**src/rtl/eer_rl_pkg.sv**
```systemverilog
// Shared widths, sentinel values and FSM state encoding for the cluster-head
// advertisement table.
package eer_rl_pkg;

    localparam int unsigned ID_W       = 8;
    localparam int unsigned Q_W        = 16;
    localparam int unsigned HOP_W      = 8;
    localparam int unsigned AGE_W      = 8;
    localparam int unsigned NUM_CH_DEF = 4;

    // Invalid entries present these so a min-hop search never picks them.
    localparam logic [ID_W-1:0]  ID_NONE  = 8'hFF;
    localparam logic [Q_W-1:0]   Q_NONE   = 16'h0000;
    localparam logic [HOP_W-1:0] HOP_NONE = 8'hFF;

    typedef enum logic [1:0] {
        StIdle   = 2'd0,
        StSearch = 2'd1,
        StUpdate = 2'd2
    } ch_state_e;

    function automatic int unsigned idx_width(input int unsigned n);
        return (n > 1) ? $clog2(n) : 1;
    endfunction

endpackage

```
**src/rtl/ch_victim_select.sv**
```systemverilog
// Combinational victim finder: lowest-index valid entry holding the maximum hop count.
module ch_victim_select
    import eer_rl_pkg::*;
#(
    parameter int unsigned NUM_CH = NUM_CH_DEF
) (
    input  logic [NUM_CH-1:0][HOP_W-1:0]   hops_i,
    input  logic [NUM_CH-1:0]              valid_i,
    output logic [idx_width(NUM_CH)-1:0]   victim_idx_o
);

    localparam int unsigned IDX_W = idx_width(NUM_CH);

    logic [HOP_W-1:0] best_hops;
    logic             found;

    always_comb begin
        victim_idx_o = '0;
        best_hops    = '0;
        found        = 1'b0;
        // Strict compare keeps the earliest entry on ties.
        for (int i = 0; i < int'(NUM_CH); i++) begin
            if (valid_i[i] && (!found || (hops_i[i] > best_hops))) begin
                best_hops    = hops_i[i];
                victim_idx_o = IDX_W'(i);
                found        = 1'b1;
            end
        end
    end

endmodule

```
**src/rtl/ch_adv_table.sv**
```systemverilog
// Cluster-head advertisement table: IDLE/SEARCH/UPDATE insert-refresh-replace engine.
// Optional per-entry aging is enabled by defining CH_TABLE_AGING_EN.
module ch_adv_table
    import eer_rl_pkg::*;
#(
    parameter int unsigned      NUM_CH    = NUM_CH_DEF,
    parameter logic [AGE_W-1:0] AGE_LIMIT = 8'd16
) (
    input  logic              clk,
    input  logic              rst,
    input  logic              adv_valid,
    output logic              adv_ready,
    input  logic [ID_W-1:0]   adv_id,
    input  logic [Q_W-1:0]    adv_q,
    input  logic [HOP_W-1:0]  adv_hops,
    input  logic              tick,
    input  logic              flush,
    output logic [ID_W-1:0]   ch_id   [0:NUM_CH-1],
    output logic [Q_W-1:0]    ch_q    [0:NUM_CH-1],
    output logic [HOP_W-1:0]  ch_hops [0:NUM_CH-1],
    output logic [NUM_CH-1:0] entry_valid,
    output logic              tbl_changed,
    output logic              adv_drop
);

    localparam int unsigned IDX_W = idx_width(NUM_CH);

    ch_state_e                   state_q, state_d;
    logic                        adv_ready_q, adv_ready_d;
    logic [ID_W-1:0]             req_id_q, req_id_d;
    logic [Q_W-1:0]              req_q_q, req_q_d;
    logic [HOP_W-1:0]            req_hops_q, req_hops_d;
    logic                        upd_drop_q, upd_drop_d;
    logic [IDX_W-1:0]            upd_idx_q, upd_idx_d;
    logic [NUM_CH-1:0]           valid_q, valid_d;
    logic [NUM_CH-1:0][ID_W-1:0] id_q, id_d;
    logic [NUM_CH-1:0][Q_W-1:0]  q_q, q_d;
    logic [NUM_CH-1:0][HOP_W-1:0] hops_q, hops_d;
    logic                        tbl_changed_q, tbl_changed_d;
    logic                        adv_drop_q, adv_drop_d;

    logic [NUM_CH-1:0]           match_vec;
    logic [IDX_W-1:0]            match_idx, free_idx, victim_idx;
    logic                        wr_en;

`ifdef CH_TABLE_AGING_EN
    logic [NUM_CH-1:0][AGE_W-1:0] age_q, age_d;
    logic                         tick_pend_q, tick_pend_d;
    logic [1:0]                   tick_inc;
    logic [AGE_W:0]               age_sum;
    logic [AGE_W-1:0]             age_sat;
`else
    logic unused_aging;
    assign unused_aging = tick ^ (^AGE_LIMIT);
`endif

    ch_victim_select #(
        .NUM_CH (NUM_CH)
    ) u_victim (
        .hops_i       (hops_q),
        .valid_i      (valid_q),
        .victim_idx_o (victim_idx)
    );

    always_comb begin
        match_vec = '0;
        match_idx = '0;
        free_idx  = '0;
        // Descending scan so the lowest index wins.
        for (int i = int'(NUM_CH) - 1; i >= 0; i--) begin
            if (valid_q[i] && (id_q[i] == req_id_q)) begin
                match_vec[i] = 1'b1;
                match_idx    = IDX_W'(i);
            end
            if (!valid_q[i]) begin
                free_idx = IDX_W'(i);
            end
        end
    end

    always_comb begin
        state_d       = state_q;
        req_id_d      = req_id_q;
        req_q_d       = req_q_q;
        req_hops_d    = req_hops_q;
        upd_drop_d    = upd_drop_q;
        upd_idx_d     = upd_idx_q;
        valid_d       = valid_q;
        id_d          = id_q;
        q_d           = q_q;
        hops_d        = hops_q;
        tbl_changed_d = 1'b0;
        adv_drop_d    = 1'b0;
        wr_en         = 1'b0;
`ifdef CH_TABLE_AGING_EN
        age_d       = age_q;
        tick_pend_d = 1'b0;
        tick_inc    = '0;
        age_sum     = '0;
        age_sat     = '0;
`endif

        unique case (state_q)
            StIdle: begin
                if (adv_valid && adv_ready_q) begin
                    req_id_d   = adv_id;
                    req_q_d    = adv_q;
                    req_hops_d = adv_hops;
                    state_d    = StSearch;
                end
            end
            StSearch: begin
                state_d    = StUpdate;
                upd_drop_d = 1'b0;
                if (req_id_q == ID_NONE) begin
                    upd_drop_d = 1'b1;
                end else if (|match_vec) begin
                    upd_idx_d = match_idx;
                end else if (!(&valid_q)) begin
                    upd_idx_d = free_idx;
                end else if (req_hops_q < hops_q[victim_idx]) begin
                    upd_idx_d = victim_idx;
                end else begin
                    upd_drop_d = 1'b1;
                end
            end
            StUpdate: begin
                state_d    = StIdle;
                wr_en      = !upd_drop_q;
                adv_drop_d = upd_drop_q;
            end
            default: state_d = StIdle;
        endcase

`ifdef CH_TABLE_AGING_EN
        tick_inc = {1'b0, tick_pend_q} + {1'b0, tick};
        // A drop pulse owns this cycle; defer the tick so an expiry cannot pulse alongside it.
        if (adv_drop_d) begin
            tick_pend_d = tick | tick_pend_q;
        end else if (tick_inc != 2'd0) begin
            for (int i = 0; i < int'(NUM_CH); i++) begin
                if (valid_q[i]) begin
                    age_sum = {1'b0, age_q[i]} + {{(AGE_W-1){1'b0}}, tick_inc};
                    age_sat = age_sum[AGE_W] ? {AGE_W{1'b1}} : age_sum[AGE_W-1:0];
                    if (age_sat >= AGE_LIMIT) begin
                        valid_d[i]    = 1'b0;
                        age_d[i]      = '0;
                        tbl_changed_d = 1'b1;
                    end else begin
                        age_d[i] = age_sat;
                    end
                end
            end
        end
`endif

        // Applied after aging so a same-cycle write on an expiring entry wins.
        if (wr_en) begin
            valid_d[upd_idx_q] = 1'b1;
            id_d[upd_idx_q]    = req_id_q;
            q_d[upd_idx_q]     = req_q_q;
            hops_d[upd_idx_q]  = req_hops_q;
            tbl_changed_d      = 1'b1;
`ifdef CH_TABLE_AGING_EN
            age_d[upd_idx_q] = '0;
`endif
        end

        if (flush) begin
            state_d       = StIdle;
            valid_d       = '0;
            adv_drop_d    = 1'b0;
            tbl_changed_d = |valid_q;
`ifdef CH_TABLE_AGING_EN
            age_d       = '0;
            tick_pend_d = 1'b0;
`endif
        end

        adv_ready_d = (state_d == StIdle);
    end

    always_ff @(posedge clk or posedge rst) begin
        if (rst) begin
            state_q       <= StIdle;
            adv_ready_q   <= 1'b0;
            req_id_q      <= '0;
            req_q_q       <= '0;
            req_hops_q    <= '0;
            upd_drop_q    <= 1'b0;
            upd_idx_q     <= '0;
            valid_q       <= '0;
            id_q          <= '0;
            q_q           <= '0;
            hops_q        <= '0;
            tbl_changed_q <= 1'b0;
            adv_drop_q    <= 1'b0;
`ifdef CH_TABLE_AGING_EN
            age_q       <= '0;
            tick_pend_q <= 1'b0;
`endif
        end else begin
            state_q       <= state_d;
            adv_ready_q   <= adv_ready_d;
            req_id_q      <= req_id_d;
            req_q_q       <= req_q_d;
            req_hops_q    <= req_hops_d;
            upd_drop_q    <= upd_drop_d;
            upd_idx_q     <= upd_idx_d;
            valid_q       <= valid_d;
            id_q          <= id_d;
            q_q           <= q_d;
            hops_q        <= hops_d;
            tbl_changed_q <= tbl_changed_d;
            adv_drop_q    <= adv_drop_d;
`ifdef CH_TABLE_AGING_EN
            age_q       <= age_d;
            tick_pend_q <= tick_pend_d;
`endif
        end
    end

    always_comb begin
        for (int i = 0; i < int'(NUM_CH); i++) begin
            ch_id[i]   = valid_q[i] ? id_q[i]   : ID_NONE;
            ch_q[i]    = valid_q[i] ? q_q[i]    : Q_NONE;
            ch_hops[i] = valid_q[i] ? hops_q[i] : HOP_NONE;
        end
    end

    assign entry_valid = valid_q;
    assign adv_ready   = adv_ready_q;
    assign tbl_changed = tbl_changed_q;
    assign adv_drop    = adv_drop_q;

endmodule

```
**config.mk**
```make
export PLATFORM = sky130hd
export DESIGN_NAME = ch_adv_table
export DESIGN_NICKNAME = d
export VERILOG_FILES = /design/src/rtl/eer_rl_pkg.sv /design/src/rtl/ch_victim_select.sv /design/src/rtl/ch_adv_table.sv
export SDC_FILE = /design/constraint.sdc
export NUM_CORES = 1
export LEC_CHECK = 0
export ABC_AREA = 1
export BUFFER_PORTS_ARGS = -buffer_cell sky130_fd_sc_hd__buf_2
export CORE_MARGIN = 3
export CORE_UTILIZATION = 50
export DETAILED_ROUTE_END_ITERATION = 10
export PLACE_DENSITY = 0.83
export SETUP_SLACK_MARGIN = 0.1
export SLEW_MARGIN = 5
export SYNTH_ARGS = -nofsm -noshare
export SYNTH_HDL_FRONTEND = slang
export SYNTH_SLANG_ARGS = --single-unit
```
**constraint.sdc**
```tcl
create_clock -name clk -period 5.7 [get_ports clk]
set_input_delay 0.57 -clock clk [delete_from_list [all_inputs] [get_ports clk]]
set_output_delay 0.57 -clock clk [all_outputs]
set_load 0.02 [all_outputs]
```
==> out/qor.txt <==
Final Hold Fails = 0
Outcome = complete, but fails checks
Io pins = 172
Total grt overflow = 0
Buf/Inv on CP = 7
Arrival time at the worst endpoint = 6.05 ns
Hold Path Class = primary input to async pin
Req. time, crit path = 6.02 ns
Crit-path max FO = 8
PortBufs = 170
Net Sw Frac = 32.4%
CP Depth = 50
YS warnings = 0
Post-layout util = 66.6%
1st-iter DRT viols = 787
Hold Buf Count CTS = 0
GR Util All Layers = 26.0%
CTS tree = yes
Worst-Margin Slew = 1.12 ns
Leakage power = 5.99 nW
Pwr per Cell Area = 315 mW/mm²
Initial antenna violation count = 1
Setup tns final = -0.0507 ns
Ratio of cells with drive above 1 in the final layout = 29.0%
Final WL = 26.0 mm
TritonCTS buffer count = 17
Total of max-cap violations = 0
Drt wl/cell = 16.7 µm
Sinks on the clock net = 172
Max clock buf depth = 2
Die height = 139 µm
Global-route wire length before repair = 40.5 mm
Most frequent cells in the layout = 307 x nand2_1, 171 x dfrtp_1, 170 x buf_2
Violated checks = negative setup slack
Number of synthesized register bits = 172
Combinational power share = 23.6%
Layout Nets = 1395
Top achievable clock speed = 0.174 GHz
Crit path time final = 5.73 ns
Clock power share = 32.8%
CP delay by family, top = simple AND/OR/NAND/NOR gates
Later-pin clock latency in the skew report = 0.43 ns
Final Skew = 0.00643 ns
FF-to-FF path depth = 50
Die Width = 139 µm
Row count = 47
Vias per cell = 5.34
DRT antenna net count = 0
Netlist Area Pre-Place = 0.00882 mm²
Count of pins over their slew limit = 0
Core area = 0.0169 mm²
Most common cell after layout, fill and taps aside = nand2_1
Syn_nets = 1206
Non-filler cells, final = 1560
RSZ-0062 raised after global routing = yes
Syn Area/Cell = 7.75 µm²
Final WS setup = -0.0310 ns
Pre-CTS worst setup slack = -0.237 ns
Total power = 3.56 mW
Placed cell count = 1513
Crit path launch type = register
Worst rel slew slack = 25.2%
DR pass1 iterations = 5
Gpl congestion = 0.904
Vias in the first global route = 7952
CTS root buffer = clkbuf_16
Starting Density = 52.1%
Period Utilization, post-route = 101%
Diodes inserted = 0
Largest net degree at the start of global routing = 173
WS Path Type = register to register
Crit path largest cell delay = 0.48 ns
Worst vdd ir = 0.223 mV
Final setup fails = 2
Mapped Cells = 1138
Clk pin slew, worst setup/hold paths = 0.07 ns
Internal power = 2.41 mW
Switch Pwr = 1.15 mW
Synth cell types = 36
Die area = 0.0193 mm²
H-tree depth = 4
DRC violations left = 0
DP Wirelength = 16.4 mm
Synth-to-layout area growth = 28.0%
Seq pwr share = 43.6%
Nature of the critical path endpoint = register
Sequential area share after synthesis = 48.8%
Slowest library cell on the worst path = dfrtp_2
Vias post-DR = 8335
-- final timing paths --
check                          startpoint             end  slack [ns]
max                        entry_valid[0]    upd_idx_q[1]       -0.03
min                                   rst         q_q[59]        0.38
max reg2reg                entry_valid[0]    upd_idx_q[1]       -0.03
min reg2reg                       q_q[31]         q_q[31]        0.48
max in group asynchronous             rst  entry_valid[0]        4.58
min in group clk                adv_q[12]     req_q_q[12]        0.39
-- final cells by class --
cell class	instances	area, µm²
sequential	172	4310
timing repair buffer	228	1370
tap	220	275
fill	1354	5650
timing repair inverter	1	7.51
multi-input combinational	743	4110
clock inverter	15	161
inverter	164	628
clock buffer	17	425
-- worst reg2reg max path, delay by kind of cell, from the launching register on --
family,cells,cell delay [ns]
and+or+nand+nor,34,2.69
AOI/OAI and AO/OA,5,0.81
DFF,1,0.48
adders and majority gates,4,0.97
buffers and inverters,7,0.69
-- kinds of logic (layout without fill, tap and decap cells) --
kind of cell,Yosys count,in the layout,share of synthesized area (%)
adders and majority gates,31,31,4.40
DFF,172,172,48.8
buffers and inverters,224,425,9.76
AOI/OAI and AO/OA,244,244,14.3
and+or+nand+nor,454,455,21.4
xor gates and xnor gates,13,13,1.29
-- registers in the layout, summed over array words and instances (netlist names) --
| register | cells |
|---|---|
| state_q | 2 |
| adv_ready | 1 |
| req_hops_q | 8 |
| entry_valid | 4 |
| id_q | 32 |
| req_q_q | 16 |
| tbl_changed | 1 |
| upd_idx_q | 2 |
| req_id_q | 8 |
| hops_q | 32 |
| q_q | 64 |
| adv_drop | 1 |
| upd_drop_q | 1 |
-- routing by layer --
metal  routed length, µm  track usage, %
met1               10900            34.0
met2               12500            43.6
met3                1910            4.90
met4                 703            8.91
met5                   7               0
-- cells in the mapped netlist (all sizes together) --
library cell  instances  share of area [%]
a21o                  1              0.085
a221oi                1              0.099
o21ai               164                9.3
a211oi                1              0.085
nor2                 54                2.4
a2111oi               2               0.20
dfrtp               172                 49
o2111ai               1              0.099
and3                  1              0.071
inv                 164                7.0
a21oi                63                3.6
nand2               342                 15
xor2                 10               0.99
o21a                  3               0.26
clkbuf               44                1.9
nor4                  6               0.50
o21bai                1              0.085
buf                  16               0.91
xnor2                 3               0.30
nand3                12               0.68
ha                   31                4.4
or2                  28                2.0
nand4                 7               0.50
nor3                  4               0.23
o22ai                 7               0.50
-- per-stage QoR --
step           area (µm²)  hold slack, ns
3_3_place_gp        10100           0.466
6_report            11300           0.377
2_1_floorplan        8850           0.453
4_1_cts             10900           0.371
3_5_place_dp        10100           0.472
5_1_grt             11300           0.391
-- power by group through the flow --
stage          clock network (mW)  logic [mW]  registers [mW]
2_1_floorplan                   0       0.468            1.53
3_3_place_gp                    0       0.684            1.55
3_5_place_dp                    0       0.710            1.56
4_1_cts                      1.18       0.771            1.54
5_1_grt                      1.23       0.944            1.57
6_report                     1.17       0.841            1.55
-- what timing repair did --
item,4_1_cts,5_1_grt
pin swaps,20,48
setup buffers,11,1
resized for setup,49,86
endpoints found under the setup margin,3,3
gates cloned,2,1
Note: power is estimated with default switching activity, not from simulation.
